<file path="src/rtl/alu_pkg.sv">
// Shared ALU definitions: opcode map, flag bit positions and default widths.
package alu_pkg;

  localparam int ALU_DATA_WIDTH   = 8;
  localparam int ALU_OPCODE_WIDTH = 4;
  localparam int ALU_FLAGS_WIDTH  = 4;

  typedef enum logic [3:0] {
    OP_NEG = 4'd0,
    OP_NOT = 4'd1,
    OP_INC = 4'd2,
    OP_DEC = 4'd3,
    OP_ADD = 4'd4,
    OP_SUB = 4'd5,
    OP_ADC = 4'd6,
    OP_SBC = 4'd7,
    OP_AND = 4'd8,
    OP_OR  = 4'd9,
    OP_XOR = 4'd10,
    OP_SHL = 4'd11,
    OP_SHR = 4'd12,
    OP_ROL = 4'd13,
    OP_ROR = 4'd14,
    OP_EQ  = 4'd15
  } alu_op_e;

  // Bit positions inside the 4-bit {V,C,Z,P} flag vector.
  typedef enum int unsigned {
    FLAG_P = 0,
    FLAG_Z = 1,
    FLAG_C = 2,
    FLAG_V = 3
  } alu_flag_e;

endpackage

</file>
<file path="src/rtl/alu_cmd_sequencer_if.sv">
// Command, ALU and result-slot signals of the ALU command sequencer.
interface alu_cmd_sequencer_if #(
  parameter int DATA_WIDTH   = alu_pkg::ALU_DATA_WIDTH,
  parameter int OPCODE_WIDTH = alu_pkg::ALU_OPCODE_WIDTH,
  parameter int CNT_WIDTH    = 16
);

  logic                    in_valid;
  logic                    in_ready;
  logic [OPCODE_WIDTH-1:0] in_opcode;
  logic [DATA_WIDTH-1:0]   in_a;
  logic [DATA_WIDTH-1:0]   in_b;
  logic                    in_chain;

  logic [DATA_WIDTH-1:0]   alu_a;
  logic [DATA_WIDTH-1:0]   alu_b;
  logic [OPCODE_WIDTH-1:0] alu_opcode;
  logic [DATA_WIDTH-1:0]   alu_result;
  logic [3:0]              alu_flags;

  logic                    out_valid;
  logic                    out_ready;
  logic [DATA_WIDTH-1:0]   out_result;
  logic [3:0]              out_flags;
  logic [CNT_WIDTH-1:0]    done_cnt;

  // Environment side: issues commands, hosts the ALU, consumes results.
  modport master (
    output in_valid, in_opcode, in_a, in_b, in_chain,
    input  in_ready,
    input  alu_a, alu_b, alu_opcode,
    output alu_result, alu_flags,
    input  out_valid, out_result, out_flags, done_cnt,
    output out_ready
  );

  // Sequencer side.
  modport slave (
    input  in_valid, in_opcode, in_a, in_b, in_chain,
    output in_ready,
    output alu_a, alu_b, alu_opcode,
    input  alu_result, alu_flags,
    output out_valid, out_result, out_flags, done_cnt,
    input  out_ready
  );

endinterface

</file>
<file path="src/rtl/alu_cmd_fifo.sv">
// Synchronous command FIFO; head is the oldest entry, valid when not empty.
module alu_cmd_fifo #(
  parameter int WIDTH = 21,
  parameter int DEPTH = 4
) (
  input  logic             clk,
  input  logic             rst_n,
  input  logic             push,
  input  logic [WIDTH-1:0] push_data,
  input  logic             pop,
  output logic             full,
  output logic             empty,
  output logic [WIDTH-1:0] head
);

  localparam int PTR_W = $clog2(DEPTH);
  localparam int CNT_W = PTR_W + 1;

  logic [WIDTH-1:0] mem [DEPTH];
  logic [PTR_W-1:0] wr_ptr;
  logic [PTR_W-1:0] rd_ptr;
  logic [CNT_W-1:0] cnt;
  logic             do_push;
  logic             do_pop;

  assign full    = (cnt == CNT_W'(DEPTH));
  assign empty   = (cnt == '0);
  assign do_push = push & ~full;
  assign do_pop  = pop & ~empty;
  assign head    = mem[rd_ptr];

  // Storage array: data only, never reset.
  always_ff @(posedge clk) begin
    if (do_push) mem[wr_ptr] <= push_data;
  end

  // Pointers wrap naturally since DEPTH is a power of two; count tracks occupancy.
  always_ff @(posedge clk) begin
    if (!rst_n) begin
      wr_ptr <= '0;
      rd_ptr <= '0;
      cnt    <= '0;
    end else begin
      if (do_push) wr_ptr <= wr_ptr + 1'b1;
      if (do_pop)  rd_ptr <= rd_ptr + 1'b1;
      case ({do_push, do_pop})
        2'b10:   cnt <= cnt + 1'b1;
        2'b01:   cnt <= cnt - 1'b1;
        default: cnt <= cnt;
      endcase
    end
  end

endmodule

</file>
<file path="src/rtl/alu_cmd_sequencer.sv">
// Issue stage for the external combinational ALU: queues commands, drives
// the ALU from the queue head and captures result/flags into an output slot.
module alu_cmd_sequencer
  import alu_pkg::*;
#(
  parameter int DATA_WIDTH   = ALU_DATA_WIDTH,
  parameter int OPCODE_WIDTH = ALU_OPCODE_WIDTH,
  parameter int FIFO_DEPTH   = 4,
  parameter int CNT_WIDTH    = 16
) (
  input logic                clk,
  input logic                rst_n,
  alu_cmd_sequencer_if.slave bus
);

  localparam int ENTRY_W = 1 + OPCODE_WIDTH + 2 * DATA_WIDTH;

  typedef enum logic {
    SLOT_EMPTY = 1'b0,
    SLOT_FULL  = 1'b1
  } slot_state_e;

  logic [ENTRY_W-1:0]         push_data;
  logic [ENTRY_W-1:0]         head;
  logic                       fifo_full;
  logic                       fifo_empty;
  logic                       head_chain;
  logic [OPCODE_WIDTH-1:0]    head_opcode;
  logic [DATA_WIDTH-1:0]      head_a;
  logic [DATA_WIDTH-1:0]      head_b;

  logic                       push;
  logic                       issue;
  logic                       consume;

  slot_state_e                slot_state;
  logic                       vld_p1;
  logic [DATA_WIDTH-1:0]      result_p1;
  logic [ALU_FLAGS_WIDTH-1:0] flags_p1;
  logic [DATA_WIDTH-1:0]      last_result;
  logic [CNT_WIDTH-1:0]       done_cnt_q;

  assign push_data = {bus.in_chain, bus.in_opcode, bus.in_a, bus.in_b};
  assign {head_chain, head_opcode, head_a, head_b} = head;

  // in_ready depends only on occupancy, so a same-cycle pop never frees a slot.
  assign push    = bus.in_valid & ~fifo_full;
  assign issue   = ~fifo_empty & (~vld_p1 | bus.out_ready);
  assign consume = vld_p1 & bus.out_ready;

  alu_cmd_fifo #(
    .WIDTH (ENTRY_W),
    .DEPTH (FIFO_DEPTH)
  ) u_fifo (
    .clk       (clk),
    .rst_n     (rst_n),
    .push      (push),
    .push_data (push_data),
    .pop       (issue),
    .full      (fifo_full),
    .empty     (fifo_empty),
    .head      (head)
  );

  // ALU operands come straight from the head; forced to zero when nothing is queued.
  always_comb begin
    bus.alu_a      = '0;
    bus.alu_b      = '0;
    bus.alu_opcode = '0;
    if (!fifo_empty) begin
      bus.alu_opcode = head_opcode;
      bus.alu_b      = head_b;
      bus.alu_a      = head_chain ? last_result : head_a;
    end
  end

  // ---- stage p1: output slot, captured on issue, held under backpressure ----
  always_ff @(posedge clk) begin
    if (!rst_n) begin
      slot_state  <= SLOT_EMPTY;
      vld_p1      <= 1'b0;
      result_p1   <= '0;
      flags_p1    <= '0;
      last_result <= '0;
    end else begin
      if (issue) begin
        result_p1   <= bus.alu_result;
        flags_p1    <= bus.alu_flags;
        last_result <= bus.alu_result;
      end
      case (slot_state)
        SLOT_EMPTY: begin
          if (issue) begin
            slot_state <= SLOT_FULL;
            vld_p1     <= 1'b1;
          end
        end
        SLOT_FULL: begin
          if (bus.out_ready && !issue) begin
            slot_state <= SLOT_EMPTY;
            vld_p1     <= 1'b0;
          end
        end
        default: begin
          slot_state <= SLOT_EMPTY;
          vld_p1     <= 1'b0;
        end
      endcase
    end
  end

  // Count of results taken by the consumer; wraps freely.
  always_ff @(posedge clk) begin
    if (!rst_n) begin
      done_cnt_q <= '0;
    end else if (consume) begin
      done_cnt_q <= done_cnt_q + 1'b1;
    end
  end

  assign bus.in_ready   = ~fifo_full;
  assign bus.out_valid  = vld_p1;
  assign bus.out_result = result_p1;
  assign bus.out_flags  = flags_p1;
  assign bus.done_cnt   = done_cnt_q;

endmodule

</file>
<file path="src/flat_wrapper.sv">
// flat-port wrapper written by rule: the top's interface ports become plain ports
module alu_cmd_sequencer_flat import alu_pkg::*;
#(
  parameter int DATA_WIDTH   = ALU_DATA_WIDTH,
  parameter int OPCODE_WIDTH = ALU_OPCODE_WIDTH,
  parameter int FIFO_DEPTH   = 4,
  parameter int CNT_WIDTH    = 16
)
  (clk, rst_n, bus_in_valid, bus_in_opcode, bus_in_a, bus_in_b, bus_in_chain, bus_in_ready, bus_alu_a, bus_alu_b, bus_alu_opcode, bus_alu_result, bus_alu_flags, bus_out_valid, bus_out_result, bus_out_flags, bus_done_cnt, bus_out_ready);
  alu_cmd_sequencer_if #(.DATA_WIDTH(DATA_WIDTH), .OPCODE_WIDTH(OPCODE_WIDTH), .CNT_WIDTH(CNT_WIDTH)) bus_i ();
  input logic clk;
  input logic rst_n;
  input wire logic [$bits(bus_i.in_valid)-1:0] bus_in_valid;
  input wire logic [$bits(bus_i.in_opcode)-1:0] bus_in_opcode;
  input wire logic [$bits(bus_i.in_a)-1:0] bus_in_a;
  input wire logic [$bits(bus_i.in_b)-1:0] bus_in_b;
  input wire logic [$bits(bus_i.in_chain)-1:0] bus_in_chain;
  output wire logic [$bits(bus_i.in_ready)-1:0] bus_in_ready;
  output wire logic [$bits(bus_i.alu_a)-1:0] bus_alu_a;
  output wire logic [$bits(bus_i.alu_b)-1:0] bus_alu_b;
  output wire logic [$bits(bus_i.alu_opcode)-1:0] bus_alu_opcode;
  input wire logic [$bits(bus_i.alu_result)-1:0] bus_alu_result;
  input wire logic [$bits(bus_i.alu_flags)-1:0] bus_alu_flags;
  output wire logic [$bits(bus_i.out_valid)-1:0] bus_out_valid;
  output wire logic [$bits(bus_i.out_result)-1:0] bus_out_result;
  output wire logic [$bits(bus_i.out_flags)-1:0] bus_out_flags;
  output wire logic [$bits(bus_i.done_cnt)-1:0] bus_done_cnt;
  input wire logic [$bits(bus_i.out_ready)-1:0] bus_out_ready;
  assign bus_i.in_valid = bus_in_valid;
  assign bus_i.in_opcode = bus_in_opcode;
  assign bus_i.in_a = bus_in_a;
  assign bus_i.in_b = bus_in_b;
  assign bus_i.in_chain = bus_in_chain;
  assign bus_in_ready = bus_i.in_ready;
  assign bus_alu_a = bus_i.alu_a;
  assign bus_alu_b = bus_i.alu_b;
  assign bus_alu_opcode = bus_i.alu_opcode;
  assign bus_i.alu_result = bus_alu_result;
  assign bus_i.alu_flags = bus_alu_flags;
  assign bus_out_valid = bus_i.out_valid;
  assign bus_out_result = bus_i.out_result;
  assign bus_out_flags = bus_i.out_flags;
  assign bus_done_cnt = bus_i.done_cnt;
  assign bus_i.out_ready = bus_out_ready;
  alu_cmd_sequencer #(.DATA_WIDTH(DATA_WIDTH), .OPCODE_WIDTH(OPCODE_WIDTH), .FIFO_DEPTH(FIFO_DEPTH), .CNT_WIDTH(CNT_WIDTH)) u_core (.clk(clk), .rst_n(rst_n), .bus(bus_i));
endmodule
</file>
<file path="config.mk">
export PLATFORM = sky130hd
export DESIGN_NAME = alu_cmd_sequencer_flat
export DESIGN_NICKNAME = d
export VERILOG_FILES = /design/src/rtl/alu_pkg.sv /design/src/rtl/alu_cmd_sequencer_if.sv /design/src/rtl/alu_cmd_fifo.sv /design/src/rtl/alu_cmd_sequencer.sv /design/src/flat_wrapper.sv
export SDC_FILE = /design/constraint.sdc
export NUM_CORES = 1
export LEC_CHECK = 0
export ABC_AREA = 1
export BUFFER_PORTS_ARGS = -buffer_cell sky130_fd_sc_hd__buf_2
export CORE_UTILIZATION = 56
export DETAILED_ROUTE_END_ITERATION = 12
export GPL_ROUTABILITY_DRIVEN = 0
export GPL_TIMING_DRIVEN = 0
export PLACE_DENSITY = 0.8
export SYNTH_ARGS = -nofsm -noshare
export SYNTH_HDL_FRONTEND = slang
export SYNTH_SLANG_ARGS = --single-unit
</file>
<file path="constraint.sdc">
create_clock -name clk -period 2.3 [get_ports clk]
set_clock_uncertainty 0.2 [all_clocks]
set_input_delay 0 -clock clk [delete_from_list [all_inputs] [get_ports clk]]
set_output_delay 0 -clock clk [all_outputs]
set_load 0.005 [all_outputs]
</file>
* Word level (Yosys, flattened, before mapping)
Memories as Yosys holds them, arrays and structs flattened. A register that Yosys moved wholly into a read port is not among the register bits.
Index checks and enable logic that the tools add are counted.
** Word-level totals
- Register bits after elaboration :: 37
- Input port bits :: 37
- RAM bits :: 84
- Memories kept :: 1
- Word-level logic and storage cells :: 49
** Cells by class
- Muxes and demuxes :: 15
- Equal/unequal tests :: 5
- Bitwise operators :: 10
- Reductions and logical operators :: 5
- Add/subtract/negate cells :: 5
** Memory list
- u_core.u_fifo.mem :: depth 4, width 21, rd ports 1, clocked after memory_dff 1, write ports 1, RTL line alu_cmd_fifo.sv:19 : logic [WIDTH-1:0] mem [DEPTH];
** Operators by type and width (number)
- $mux 8 :: 3
- $add 16x1->16 const B :: 1
- $mux 1 :: 6
- $pmux 3 s2 :: 1
- $and 1x1->1 :: 5
- $add 2x1->2 const B :: 2
- $mux 2 :: 2
- $mux 4 :: 1
- $not 1->1 :: 4
- $pmux 1 s2 :: 2
- $add 3x1->3 const B :: 1
- $eq 3x3->1 const B :: 1
- $logic_not 3->1 :: 1
- $sub 3x1->3 const B :: 1
- $eq 2x1->1 const B :: 1
- $eq 2x2->1 const B :: 1
- $ne 2x1->1 const B :: 1
- $ne 2x2->1 const B :: 1
- $reduce_and 2->1 :: 1
- $reduce_bool 2->1 :: 1
- $logic_and 1x1->1 :: 1
- $logic_not 1->1 :: 1
- $or 1x1->1 :: 1

* Depth between registers and ports, before layout
- Word-level depth :: 7
- Depth in mapped cells :: 12
- Depth with buffers taken out :: 11

* By module
From an unflattened synthesis, not the netlist that was laid out.
** Unflattened totals
- Cells, all modules :: 506
- Area total of the unflattened synthesis :: 5167.5 µm²
** By module, submodules not included
- alu_cmd_fifo :: sequential area each 2702.6 µm², area each 3662.3 µm², instances 1, cells an instance 274
- alu_cmd_sequencer :: sequential area each 600.6 µm², area each 1505.2 µm², instances 1, cells an instance 232

* Worst setup path before layout
Ideal clock, no wire load.
- Path kind :: register to register
- From :: reg u_core.u_fifo.cnt[1]
- To :: mem u_core.u_fifo.mem[0][0], enable pin
- Cell stages (with the launch flop) :: 5
- Path slack :: 130 ps
- Data arrival time :: 1572 ps
- Path buffers :: 0
- Clock period less this slack :: 2170 ps
- Cells stage by stage :: dfxtp_1 > inv_2 > nand3_1 > nand2_1 > nor2_1
** Between the ends
- Word-level cells in the longest chain between the ends :: 6
** RTL lines
- start, declared :: RTL line alu_cmd_fifo.sv:22 : logic [CNT_W-1:0] cnt;
- start signal, assigned :: RTL line alu_cmd_fifo.sv:47 : 2'b10: cnt <= cnt + 1'b1;
- start signal, assigned :: RTL line alu_cmd_fifo.sv:48 : 2'b01: cnt <= cnt - 1'b1;
- start signal, assigned :: RTL line alu_cmd_fifo.sv:49 : default: cnt <= cnt;
- $eq 3x3->1 * :: RTL line alu_cmd_fifo.sv:26 : assign full = (cnt == CNT_W'(DEPTH));
- $not 1->1 *
- named net bus_in_ready :: RTL line flat_wrapper.sv:18 : output wire logic [$bits(bus_i.in_ready)-1:0] bus_in_ready;
- $and 1x1->1 :: RTL line alu_cmd_sequencer.sv:47 : assign push = bus.in_valid & ~fifo_full;
- $and 1x1->1 * :: RTL line alu_cmd_fifo.sv:28 : assign do_push = push & ~full;
- $mux 1 * :: RTL line alu_cmd_fifo.sv:34 : if (do_push) mem[wr_ptr] <= push_data;
- $mux 1 (not written as such) * :: RTL line alu_cmd_fifo.sv:34
- end, declared :: RTL line alu_cmd_fifo.sv:19
The timed path passes the listed nets; every way through them passes the cells marked *.

* Final worst setup path
- From :: reg u_core.vld_p1, in the netlist u_core.bus.out_valid
- To :: reg u_core.u_fifo.cnt[2]
** Between the ends
- Word-level cells in the longest chain between the ends :: 6
- Elaborated cells on any way between the ends :: 8
- Those cells by class :: eq/ne: 2; mux: 1; bitwise: 4; reduce/logical: 1
** RTL lines
- start, declared :: RTL line alu_cmd_sequencer.sv:37 : logic vld_p1;
- start signal, assigned :: RTL line alu_cmd_sequencer.sv:81 : vld_p1 <= 1'b0;
- start signal, assigned :: RTL line alu_cmd_sequencer.sv:95 : vld_p1 <= 1'b1;
- start signal, assigned :: RTL line alu_cmd_sequencer.sv:101 : vld_p1 <= 1'b0;
- $not 1->1 * :: RTL line alu_cmd_sequencer.sv:48 : assign issue = ~fifo_empty & (~vld_p1 | bus.out_ready);
- $or 1x1->1 * :: RTL line alu_cmd_sequencer.sv:48
- $and 1x1->1 * :: RTL line alu_cmd_sequencer.sv:48
- named net u_core.issue :: RTL line alu_cmd_sequencer.sv:33 : logic issue;
- $and 1x1->1 * :: RTL line alu_cmd_fifo.sv:29 : assign do_pop = pop & ~empty;
- $eq 2x1->1 or $eq 2x2->1 (tied branches) :: RTL line alu_cmd_fifo.sv:46 : case ({do_push, do_pop})
- $pmux 3 s2 or $reduce_bool 2->1 (tied branches)
Marked as above.
A chain may end at the register's enable or synchronous reset.

==> results.md <==
* Global route overflow at 0
* Setup TNS at 0 ps
* Mapped Area at roughly 5000 um^2
* Post-synthesis async set-or-reset flop share at 0%
* Slack of the worst reg-to-reg path at 10 ps
* Hold Path Depth at 2
* GR Util All Layers at 29.5%
* Crit path from: u_core.bus.out_valid$_SDFFE_PN0P_
* Clock network power share at 33.0%
* First-pass GRT wire length at ~21000 um
* Syn_area_per_cell at 10.1 um^2
* Cell Int Power at roughly 5.3 mW
* Largest net degree at the start of global routing at 17
* CTS tree: built
* Cell taking the most area after synthesis: edfxtp_1
* Leakage at between 2 and 3 nW
* Initial antenna violation count at 0
* Most common cell in the netlist: nor2_1
* Status: finished, final reports clean
* Syn_nets at between 500 and 600
* Max-slew violations at 0
* WL final at around 14000 um
* DRC viols at 0
* First-pass DRT Iterations at 7
* Num CTS Buffers at 17
* Main area contributors after synthesis: edfxtp_1 50%, dfxtp_1 15%, nor2_1 11%
* Switching Fraction at 32.8%
* Type of origin of the critical path: flip-flop
* Ratio of cells with drive above 1 in the final layout at roughly 25%
* Slew headroom at 54.5%
* Flops & latches, synth at roughly 120
* Syn Inst Count at between 500 and 600
* Die height at between 90 and 100 um
* # diodes at 0
* Share of the synthesized area in the top cell type at about half
* Die area at approximately 9400 um^2
* Flop pwr share at about 36%
* Area Growth Syn to Fin at 35.3%
* P_sw at approximately 2.6 mW
* Crit path arrival time at around 2500 ps
* Filler cells at between 500 and 600
* Post-DP HPWL at 7610 um
* Peak Freq at 0.437 GHz
* CTS Sinks at 123
* Nets at 708
* Final setup violation count at 0
* Num rows at 34
* Power Density at about 1200 nW/um^2
* Die Wd at 97.2 um
* Share of total power in combinational logic at between 30% and 40%
* EDFF count, synth at 84
* Post-DRT Antenna Nets at 0
* RSZ-0062 raised after global routing: true
* Starting Density at between 50% and 60%
* Synth Flop Type: edfxtp_1
* Reg-to-Reg Start: u_core.bus.out_valid$_SDFFE_PN0P_
* Post-route minimum period at 2290 ps
* Vias at approximately 4400
* Max_cap viols at 0
* Core Area at about 9000 um^2
* CTS root buf: clkbuf_8
* Tcrit/Tclk final at between 90% and 100%
* Reg2reg end: u_core.u_fifo.cnt[2]$_SDFFE_PN0P_
* Yosys cell types at 29
* Boundary Pins at between 80 and 90
* Vias per inst at 5.59
* Worst-margin pin slew at roughly 680 ps
* Sequential share of the synthesized area at between 60% and 70%
* R2r worst-path depth at 11
* Iter 0 DRT Violations at approximately 280
* Hold Crit Class: in -> reg
* Post-layout util at approximately four fifths
* CP Capture Type: flip-flop
* Commonest cells in the netlist: 142 x nor2_1, 84 x edfxtp_1, 51 x o21ai_0
* Worst IR Drop VDD at 0.000770 V
* Vias in the first global route at roughly 4300
* Avg WL per Cell at ~18 um
* Clock Path Buffers at 2
* Clk pin slew, worst setup/hold paths at roughly 60 ps
* Worst setup endpoint: u_core.u_fifo.cnt[2]$_SDFFE_PN0P_
* Critical Path RT at 2490 ps
* Crit Path Category: reg -> reg
* Worst-skew pair later-pin latency at slightly above 500 ps
* CTS H-tree lvls at 4
* Final Hold Viols at 0
* Synth Warn # at 0
* Crit-path max FO at 10
* PortBufs at 86
final cells by class:
class,instances,area [um^2],share of cell area [%]
Tap cell,108,135,1.97
Clock buffer,25,507,7.38
Multi-Input combinational cell,324,1570,22.9
Buffer,20,104,1.51
Timing Repair Buffer,143,1020,14.9
Sequential cell,123,3310,48.1
Inverter,35,134,1.95
Clock inverter,7,85.1,1.24
layout by cell type, fill, tap and decap left out, types with 2 or more instances in the layout:
| cell type | n |
|---|---|
| bufinv_16 | 2 |
| o21ai_1 | 26 |
| nor2_1 | 138 |
| inv_2 | 8 |
| nand2_2 | 3 |
| nand2_4 | 4 |
| dfxtp_2 | 2 |
| clkinv_2 | 5 |
| clkbuf_2 | 4 |
| dlygate4sd3_1 | 49 |
| nand3_1 | 10 |
| nor2_2 | 6 |
| clkbuf_16 | 18 |
| buf_8 | 4 |
| nand3_2 | 3 |
| clkbuf_1 | 9 |
| a21oi_1 | 26 |
| buf_4 | 4 |
| o22ai_1 | 8 |
| inv_1 | 26 |
| buf_2 | 96 |
| edfxtp_1 | 84 |
| o21ai_0 | 49 |
| dfxtp_1 | 37 |
| clkbuf_8 | 3 |
| nand2_1 | 33 |
| ha_1 | 6 |
| nand4_1 | 2 |
flip-flops by register name (all words and copies together) (netlist names), named ones only:
name                   cells
u_core.u_fifo.mem         84
u_core.bus.done_cnt       16
u_core.bus.out_result      8
u_core.bus.out_flags       4
u_core.u_fifo.cnt          3
u_core.u_fifo.rd_ptr       2
u_core.u_fifo.wr_ptr       2
u_core.bus.out_valid       1
u_core.slot_state          1
per-layer routing:
layer,share of wire [%],wire (um),vias to the layer above,track usage [%]
li1,-,-,2027,-
met1,37,5110,2079,33.9
met2,53,7330,248,53.5
met3,7.5,1040,37,6.12
met5,0,0,-,0
met4,2.6,362,0,12.1
repair_timing:
item	CTS	global route
pin swaps	0	3
endpoints found under the setup margin	1	9
hold buffers	49	0
endpoints found under the hold margin	150	0
gates resized for setup	2	18
buffers inserted	1	3
worst min-delay path by stage:
stage	startpoint	endpoint
2_1_floorplan	bus_in_b[0]	u_core.u_fifo.mem[0][0]$_DFFE_PP_
3_3_place_gp	bus_in_opcode[1]	u_core.u_fifo.mem[3][17]$_DFFE_PP_
3_5_place_dp	bus_in_opcode[1]	u_core.u_fifo.mem[3][17]$_DFFE_PP_
4_1_cts	bus_in_b[3]	u_core.u_fifo.mem[1][3]$_DFFE_PP_
5_1_grt	bus_in_a[5]	u_core.u_fifo.mem[3][13]$_DFFE_PP_
6_report	bus_in_b[1]	u_core.u_fifo.mem[2][1]$_DFFE_PP_
kinds of logic after synthesis:
family / share of synthesized area, %
AND/OR/NAND/NOR: 17.2
flip-flops: 65.1
AO/OA/AOI/OAI: 11.2
buffers and inverters: 4.46
adder cells (fa/ha/maj): 1.87
XOR/XNOR: 0.173
critical path: stages, from the launching register on:
cell and delay, ps:
dfxtp_1 380, nand2_1 160, nand2_4 100, inv_4 70
buf_8 130, ha_1 150, inv_1 90, fa_2 380
a21oi_2 160, o21ai_1 110, o21ai_1 160, a21oi_1 70
power groups by stage:
stage	combinational, mW	clock (mW)	sequential, mW
floorplan	1.28	0	2.83
global placement	1.98	0	2.84
detailed placement	2.07	0	2.85
CTS	2.25	2.61	2.81
global route	2.70	2.72	2.85
finish	2.48	2.62	2.84
metrics by stage:
step	worst slack (ps)	area, um^2	power (mW)	hold WS [ps]	std cells
floorplan	130	5070	4.11	-101	502
global placement	-571	5640	4.82	9.87	696
detailed placement	32.3	5720	4.92	16.5	700
CTS	32.2	6820	7.67	28.2	782
global route	-112	6870	8.27	36.1	785
finish	11.3	6870	7.94	43.7	785
(Power assumes the default switching activity.)
